==> src/rtl/glorb_pkg.sv <==
// Shared definitions for the instruction-memory fetch slice.
// The package holds the default widths, the LOAD/RUN state type and the NOP encoding.
package glorb_pkg;

    localparam int IW_DEF  = 8;
    localparam int IMW_DEF = 4;

    typedef enum logic {
        LOAD = 1'b0,
        RUN  = 1'b1
    } fetch_state_t;

    // All-zero instruction word; consumers take the low IW bits.
    localparam logic [63:0] NOP_WORD = 64'h0;

endpackage

==> src/rtl/imem_ram.sv <==
// Simple dual-port block RAM: synchronous write, registered read, no reset on the array.
// It is kept generic so the data memory can reuse it later.
module imem_ram #(
    parameter int W  = 8,
    parameter int AW = 4
) (
    input  logic          clk,
    input  logic          wr_en,
    input  logic [AW-1:0] wr_addr,
    input  logic [W-1:0]  wr_data,
    input  logic          rd_en,
    input  logic [AW-1:0] rd_addr,
    output logic [W-1:0]  rd_data
);

    localparam int DEPTH = 2 ** AW;

    logic [W-1:0] mem_q [DEPTH];
    logic [W-1:0] rd_data_q;

    always_ff @(posedge clk) begin
        if (wr_en) begin
            mem_q[wr_addr] <= wr_data;
        end
        if (rd_en) begin
            rd_data_q <= mem_q[rd_addr];
        end
    end

    assign rd_data = rd_data_q;

endmodule

==> src/rtl/instr_mem_fetch.sv <==
// Instruction memory at the far end of the fetch interface: serial program load, then 1-cycle fetches.
// Define IMEM_PARITY_EN to store an even-parity bit per word and expose instr_perr.
module instr_mem_fetch
    import glorb_pkg::*;
#(
    parameter int IW  = IW_DEF,
    parameter int IMW = IMW_DEF
) (
    input  logic           clk,
    input  logic           rst_n,
    input  logic           load_valid,
    output logic           load_ready,
    input  logic [IW-1:0]  load_data,
    input  logic           load_last,
    input  logic           reload,
    output logic           start,
    output logic           running,
    output logic [IMW:0]   prog_len,
    input  logic           fetch_req,
    input  logic [IMW-1:0] fetch_addr,
    input  logic           branch_taken,
    output logic [IW-1:0]  instr_out,
    output logic           instr_valid,
`ifdef IMEM_PARITY_EN
    output logic           instr_perr,
`endif
    output logic           fetch_oob
);

`ifdef IMEM_PARITY_EN
    localparam int RW = IW + 1;
`else
    localparam int RW = IW;
`endif
    localparam logic [IMW-1:0] PTR_MAX = {IMW{1'b1}};

    fetch_state_t   state_q, state_d;
    logic [IMW-1:0] wr_ptr_q, wr_ptr_d;
    logic [IMW:0]   prog_len_q, prog_len_d;
    logic           start_q, start_d;
    logic           load_ready_q, load_ready_d;
    logic           resp_valid_q, resp_valid_d;
    logic           nop_sel_q, nop_sel_d;

    logic           load_fire;
    logic           fetch_acc;
    logic           addr_oob;
    logic [RW-1:0]  wr_word;
    logic [RW-1:0]  rd_word;

    assign load_fire = (state_q == LOAD) && load_valid && load_ready_q;
    assign fetch_acc = (state_q == RUN) && fetch_req && !reload;
    assign addr_oob  = ({1'b0, fetch_addr} >= prog_len_q);

`ifdef IMEM_PARITY_EN
    assign wr_word = {^load_data, load_data};
`else
    assign wr_word = load_data;
`endif

    imem_ram #(
        .W  (RW),
        .AW (IMW)
    ) u_ram (
        .clk     (clk),
        .wr_en   (load_fire),
        .wr_addr (wr_ptr_q),
        .wr_data (wr_word),
        .rd_en   (fetch_acc),
        .rd_addr (fetch_addr),
        .rd_data (rd_word)
    );

    // State register and datapath flops.
    always_ff @(posedge clk or negedge rst_n) begin
        if (!rst_n) begin
            state_q      <= LOAD;
            wr_ptr_q     <= '0;
            prog_len_q   <= '0;
            start_q      <= 1'b0;
            load_ready_q <= 1'b0;
            resp_valid_q <= 1'b0;
            nop_sel_q    <= 1'b1;
        end else begin
            state_q      <= state_d;
            wr_ptr_q     <= wr_ptr_d;
            prog_len_q   <= prog_len_d;
            start_q      <= start_d;
            load_ready_q <= load_ready_d;
            resp_valid_q <= resp_valid_d;
            nop_sel_q    <= nop_sel_d;
        end
    end

    // The last writable word forces RUN even without load_last so the pointer never wraps.
    always_comb begin
        state_d = state_q;
        case (state_q)
            LOAD: begin
                if (load_fire && (load_last || (wr_ptr_q == PTR_MAX))) begin
                    state_d = RUN;
                end
            end
            RUN: begin
                if (reload) begin
                    state_d = LOAD;
                end
            end
            default: state_d = LOAD;
        endcase
    end

    always_comb begin
        wr_ptr_d     = wr_ptr_q;
        prog_len_d   = prog_len_q;
        nop_sel_d    = nop_sel_q;
        resp_valid_d = fetch_acc;
        start_d      = (state_q == LOAD) && (state_d == RUN);
        load_ready_d = (state_d == LOAD);
        if (load_fire) begin
            wr_ptr_d   = wr_ptr_q + IMW'(1);
            prog_len_d = {1'b0, wr_ptr_q} + (IMW + 1)'(1);
        end
        if ((state_q == RUN) && reload) begin
            wr_ptr_d   = '0;
            prog_len_d = '0;
        end
        // nop_sel only moves with an accepted fetch so instr_out holds between requests.
        if (fetch_acc) begin
            nop_sel_d = addr_oob;
        end
    end

    always_comb begin
        load_ready  = load_ready_q;
        start       = start_q;
        running     = (state_q == RUN);
        prog_len    = prog_len_q;
        instr_valid = resp_valid_q && !branch_taken;
        fetch_oob   = resp_valid_q && nop_sel_q;
        instr_out   = nop_sel_q ? NOP_WORD[IW-1:0] : rd_word[IW-1:0];
`ifdef IMEM_PARITY_EN
        instr_perr  = !nop_sel_q && ((^rd_word[IW-1:0]) != rd_word[IW]);
`endif
    end

endmodule

==> config.mk <==
export PLATFORM = sky130hd
export DESIGN_NAME = instr_mem_fetch
export DESIGN_NICKNAME = d
export VERILOG_FILES = /design/src/rtl/glorb_pkg.sv /design/src/rtl/imem_ram.sv /design/src/rtl/instr_mem_fetch.sv
export SDC_FILE = /design/constraint.sdc
export NUM_CORES = 1
export LEC_CHECK = 0
export CAP_MARGIN = 20
export CORE_MARGIN = 2
export CORE_UTILIZATION = 50
export DETAILED_ROUTE_END_ITERATION = 8
export GPL_TIMING_DRIVEN = 0
export PLACE_DENSITY_LB_ADDON = 0.1
export SYNTH_ARGS = -nofsm -noshare
export SYNTH_HDL_FRONTEND = slang
export SYNTH_SLANG_ARGS = --single-unit
export TNS_END_PERCENT = 20
==> constraint.sdc <==
create_clock -name clk -period 2.1 [get_ports clk]
set_input_delay 0.315 -clock clk [delete_from_list [all_inputs] [get_ports clk]]
set_output_delay 0.315 -clock clk [all_outputs]
set_load 0.05 [all_outputs]
## After elaboration in Yosys (flattened, before gate mapping)

Memories as Yosys holds them, arrays and structs flattened. A register that Yosys moved wholly into a read port is not among the register bits.
Index checks and enable logic that the tools add are counted.

| storage, ports and cells | value |
|---|---|
| bits in writable memories | 128 |
| bits of input ports | 19 |
| word-level logic and storage cells | 37 |
| output and inout bits | 18 |
| register bits after elaboration | 14 |
| memories kept | 1 |

| cells by class | value |
|---|---|
| bitwise operators | 2 |
| order comparisons | 1 |
| reduce and logical (&&, ||, !) cells | 13 |
| add/sub/neg operators | 2 |
| multiplexer cells | 10 |
| eq/ne operators | 1 |

Memories:

| memory | depth | width | rd ports | clocked after Yosys merged registers in | wr ports | RTL line | text |
|---|---|---|---|---|---|---|---|
| u_ram.mem_q | 16 | 8 | 1 | 1 | 1 | imem_ram.sv:18 | `logic [W-1:0] mem_q [DEPTH];` |

Operators by type and width:

| cell | number |
|---|---|
| 5-bit 2-to-1 mux | 2 |
| 1-bit logical AND | 9 |
| 4-bit 2-to-1 mux | 2 |
| 8-bit 2-to-1 mux | 1 |
| 4-bit by 1-bit adder with 5-bit output, second input constant | 1 |
| 4-bit by 5-bit greater-or-equal comparator with 1-bit output | 1 |
| 4-bit by 1-bit adder with 4-bit output, second input constant | 1 |
| 4-bit equality test, second input constant | 1 |
| 1-bit 2-to-1 mux | 4 |
| 1-bit logical NOT | 2 |
| 1-bit NOT | 2 |
| 1-bit one-hot mux with 2 select lines | 1 |
| 2-bit nonzero test | 1 |
| 1-bit logical OR | 1 |

## Logic depth before layout (Yosys ltp)

| logic depth | value |
|---|---|
| word-level depth | 7 |
| depth in mapped cells | 7 |
| gate-level depth less buffers | 6 |

## Hierarchy

From an unflattened synthesis, not the netlist that was laid out.

| unflattened totals | value |
|---|---|
| cells, all modules | 291 |
| area, all modules | 5810.6 µm² |

Modules (own cells, without submodules):

| module | times used | area an instance (µm²) | sequential area each (µm²) | cells each |
|---|---|---|---|---|
| imem_ram | 1 | 5227.5 | 4083.9 | 229 |
| instr_mem_fetch | 1 | 583.1 | 251.5 | 62 |

## Least setup slack after synthesis

No wires, ideal clock.

| timing path | value |
|---|---|
| path type | reg2reg |
| start | reg state_q (netlist: running) |
| end | mem u_ram.mem_q[15][0], enable pin |
| arrival | 1.610 ns |
| data required time | 1.768 ns |
| slack | 0.159 ns |
| cell stages (with the launch flop) | 4 |
| path buffers | 0 |
| library setup time | 0.332 ns |
| period minus slack after synthesis | 1.941 ns |
| cells stage by stage | dfrtp_1 nand3b_1 nor3_1 and2_1 |

| between the ends | value |
|---|---|
| cells in the longest elaborated chain, start to end | 5 |

RTL lines:

| item | RTL line | text |
|---|---|---|
| start: declaration | instr_mem_fetch.sv:37 | `fetch_state_t state_q, state_d;` |
| start signal: assignment | instr_mem_fetch.sv:85 | `state_q <= state_d;` |
| 1-bit NOT | -- |  |
| 1-bit logical AND (2 in series) | instr_mem_fetch.sv:51 | `assign load_fire = (state_q == LOAD) && load_valid && load_ready_q;` |
| 1-bit 2-to-1 mux | imem_ram.sv:22 | `if (wr_en) begin` |
| 1-bit 2-to-1 mux (implied by the code) | imem_ram.sv:23 | `mem_q[wr_addr] <= wr_data;` |
| end: declaration | imem_ram.sv:18 |  |

Every way passes these cells.

==> flow_metrics.tcl <==
set metrics [dict create \
    drv_slew 0 \
    nets 368 \
    met2_usage_pct 29.4 \
    cts_buffers 17 \
    hold_slack_ps 226 \
    place_ws_ps -572 \
    worst_slack_ps 67.6 \
    die_area_um2 12600 \
    start_util_pct 51.1 \
    clock_sinks 146 \
    yosys.area.top_type "edfxtp_1" \
    wl_per_cell_um 23.1 \
    synthMuxAreaShare_pct 13.3 \
    grt_usage_pct 19.6 \
    grt_pass1_wl_mm 17.1 \
    worstSetupPathType "in -> reg" \
    portBuffers 35 \
    cp_slowest_cell "clkdlybuf4s50_1" \
    total_power_mw 7.15 \
    cts_buffer_depth 2 \
    antenna_found_initial 0 \
    gr-total-overflow 0 \
    vias 2845 \
    postRouteAntennaNets 0 \
    ys_warn_count 0 \
    rows 39 \
    vdd_ir_drop_max_mv 0.683 \
    synth_cell_type_count 33 \
    dr.pass1.iters 4 \
    critical_path_buf_inv_count 2 \
    grt_pass1_vias 2833 \
    fin_crit_sh_pct 96.8 \
    post-cts-setup-buffer-count 0 \
    fmax_mhz 492 \
    endpoint_kind "register" \
    cts_tree "done" \
    core_um2 11400 \
    drc 0 \
    drt_iter0_drc 187 \
    max-slew-margin-rel_pct 52.9 \
    drive_above_1_share_pct 19.9 \
    synth_nets 314 \
    reg2reg_depth 3 \
    syn_inst 287 \
    synth_area_per_cell_um2 20.3 \
    crit_arrival_ps 2190 \
    postPlaceCellArea_um2 6370 \
    crit_chain "clkdlybuf4s50_1 -> buf_2 -> mux4_1 -> a22oi_1 -> nand2_1" \
    routed_via_density 5.75 \
    n_antenna_cell 0 \
    min_period_ps 2030 \
    setup-violations-final 0 \
    grt_max_degree 17 \
    r2r-end "u_ram.mem_q[0][2]$_DFFE_PP_" \
    dp_hpwl_mm 7.49 \
    top_usage_layer "met2" \
    cts.htree.levels 4 \
    status "finished clean" \
    setup_tns_ps 0 \
    grt_use_met3_pct 5.62 \
    synth_area_leaders "edfxtp_1 70%, mux4_1 6.8%, mux4_2 6.6%" \
    io_pins 37 \
    yosys.area_share.simple_pct 5.29 \
    synth_compound_area_share_pct 3.21 \
    cts_root_buf "clkbuf_16" \
    clkTransAtPathRegs_ps 60 \
    r2r-start "running$_DFF_PN0_" \
    gr-usage-met1_pct 27.5 \
    rsz0062_at_grt "true" \
    required_ps 2250 \
    netlist_area_um2 5840 \
    synth_top_family_by_area "multiplexers" \
    synth_top_area_share_pct 70.0 \
    synthXorXnorAreaFrac_pct 0.300 \
    timing.critical_path.from_type "primary input" \
    synth_seq_cells 146 \
    clock_latency_ps 420 \
    p_leak_nw 2.42 \
    critical_path.max_stage_delay_ps 680 \
    hp-class "in -> async" \
    die_w_um 112 \
    critPathTopFamily "buffers and inverters" \
    wl_mm 11.4 \
    synth_adder_area_share_pct 1.71 \
    tightest_slew_ps 704 \
    max_cap_viol_count 0 \
    hold_violations 0 \
    r2r_slack_ps 160 \
    die_h_um 112 \
    fin_area_um2 6910 \
    p_per_area_nw_per_um2 1030 \
    cp_max_fo 10 \
    synth.yosys.seq_area_share_pct 74.3 \
    gp_congestion 0.787 \
    fin_skew_ps 5.89 \
    synthToLayoutAreaGrowth_pct 18.4 \
]
## cell usage after synthesis
cell type and count:
a21o_1 1, and2b_1 1, nor2_1 2, dfstp_2 1, nand3b_1 1, clkdlybuf4s18_2 1
and2_1 18, mux4_2 17, dfrtp_1 9, nand3_1 2, o221ai_1 1, xnor2_1 2
buf_1 1, buf_2 2, nand4_1 1, buf_6 3, o21a_1 1, nand4b_1 1
nor3_1 4, a31oi_1 1, and3_1 1, mux4_1 15, nand2_1 12, ha_1 8
o21ai_0 1, nor2b_1 11, clkdlybuf4s25_2 2, a22oi_1 17, a21oi_1 5, edfxtp_1 136
and3b_1 1, inv_1 7, buf_4 1
## timing repair
item | 4_1_cts | 5_1_grt
gates resized for setup | 15 | 17
hold buffers | 0 | 0
endpoints found under the setup margin | 78 | 106
gates cloned | 0 | 0
## metal layers
layer	vias up	wire length, um
met1	1467	5140
met4	0	252
met2	76	5420
met3	16	604
li1	1286	-
met5	-	0
## through the flow
step | util (%) | std cells
2_1_floorplan | - | 287
3_3_place_gp | 55.8 | 465
3_5_place_dp | 55.8 | 465
4_1_cts | 60.2 | 495
5_1_grt | 60.5 | 495
6_report | 60.5 | 495
## sequential cells by signal, indices dropped and copies added, names as in the netlist
signal	cells
load_ready	1
nop_sel_q	1
running	1
resp_valid_q	1
u_ram.rd_data	8
wr_ptr_q	3
start	1
prog_len	2
u_ram.mem_q	128
## worst register-to-register path: stages (launching register included)
cell,delay [ps]
dfrtp_1,460
nand3b_1,440
nor3_2,370
and2_2,350
## worst max-delay path by stage
stage	start	end	cells past startpoint
6_report	fetch_addr[1]	u_ram.rd_data[4]$_DFFE_PP_	5
5_1_grt	fetch_addr[1]	u_ram.rd_data[3]$_DFFE_PP_	5
2_1_floorplan	running$_DFF_PN0_	u_ram.mem_q[15][0]$_DFFE_PP_	3
4_1_cts	running$_DFF_PN0_	u_ram.mem_q[15][3]$_DFFE_PP_	3
3_5_place_dp	fetch_addr[1]	u_ram.rd_data[5]$_DFFE_PP_	5
3_3_place_gp	fetch_addr[1]	u_ram.rd_data[5]$_DFFE_PP_	5
## layout by cell type, fill, tap and decap left out, drive strengths merged, types with 2 or more instances in the layout
cell type,n
a22oi,17
edfxtp,136
dlygate4sd2,9
nand2,12
inv,7
xnor2,2
clkdlybuf4s50,24
nor2b,11
mux4,32
clkbuf,21
nand3,2
clkdlybuf4s25,2
ha,8
dlymetal6s2s,2
clkinv,7
a21oi,5
buf,7
dfrtp,9
nor2,2
and2,18
nor3,4
## cell type report
class | instances | area (um2)
buffer | 10 | 86.3
sequential | 146 | 4340
clock buffer | 21 | 440
multi-input combinational | 124 | 1430
tap | 143 | 179
timing repair buffer | 35 | 344
clock inverter | 9 | 67.6
inverter | 7 | 26.3
fill | 850 | 4510
## power by group
part / switching (mW) / internal (mW)
sequential: 0.109 / 3.37
combinational: 0.696 / 0.356
clock: 1.03 / 1.59
## logic make-up (layout without fill, tap and decap cells)
family / count (synthesis) / after routing
buffers and inverters: 17 / 82
DFF: 146 / 146
muxes: 32 / 32
xor gates and xnor gates: 2 / 2
and+or+nand+nor: 55 / 55
adders and majority gates: 8 / 8
AOI/OAI and AO/OA: 27 / 27
Note: power is estimated with default switching activity, not from simulation.
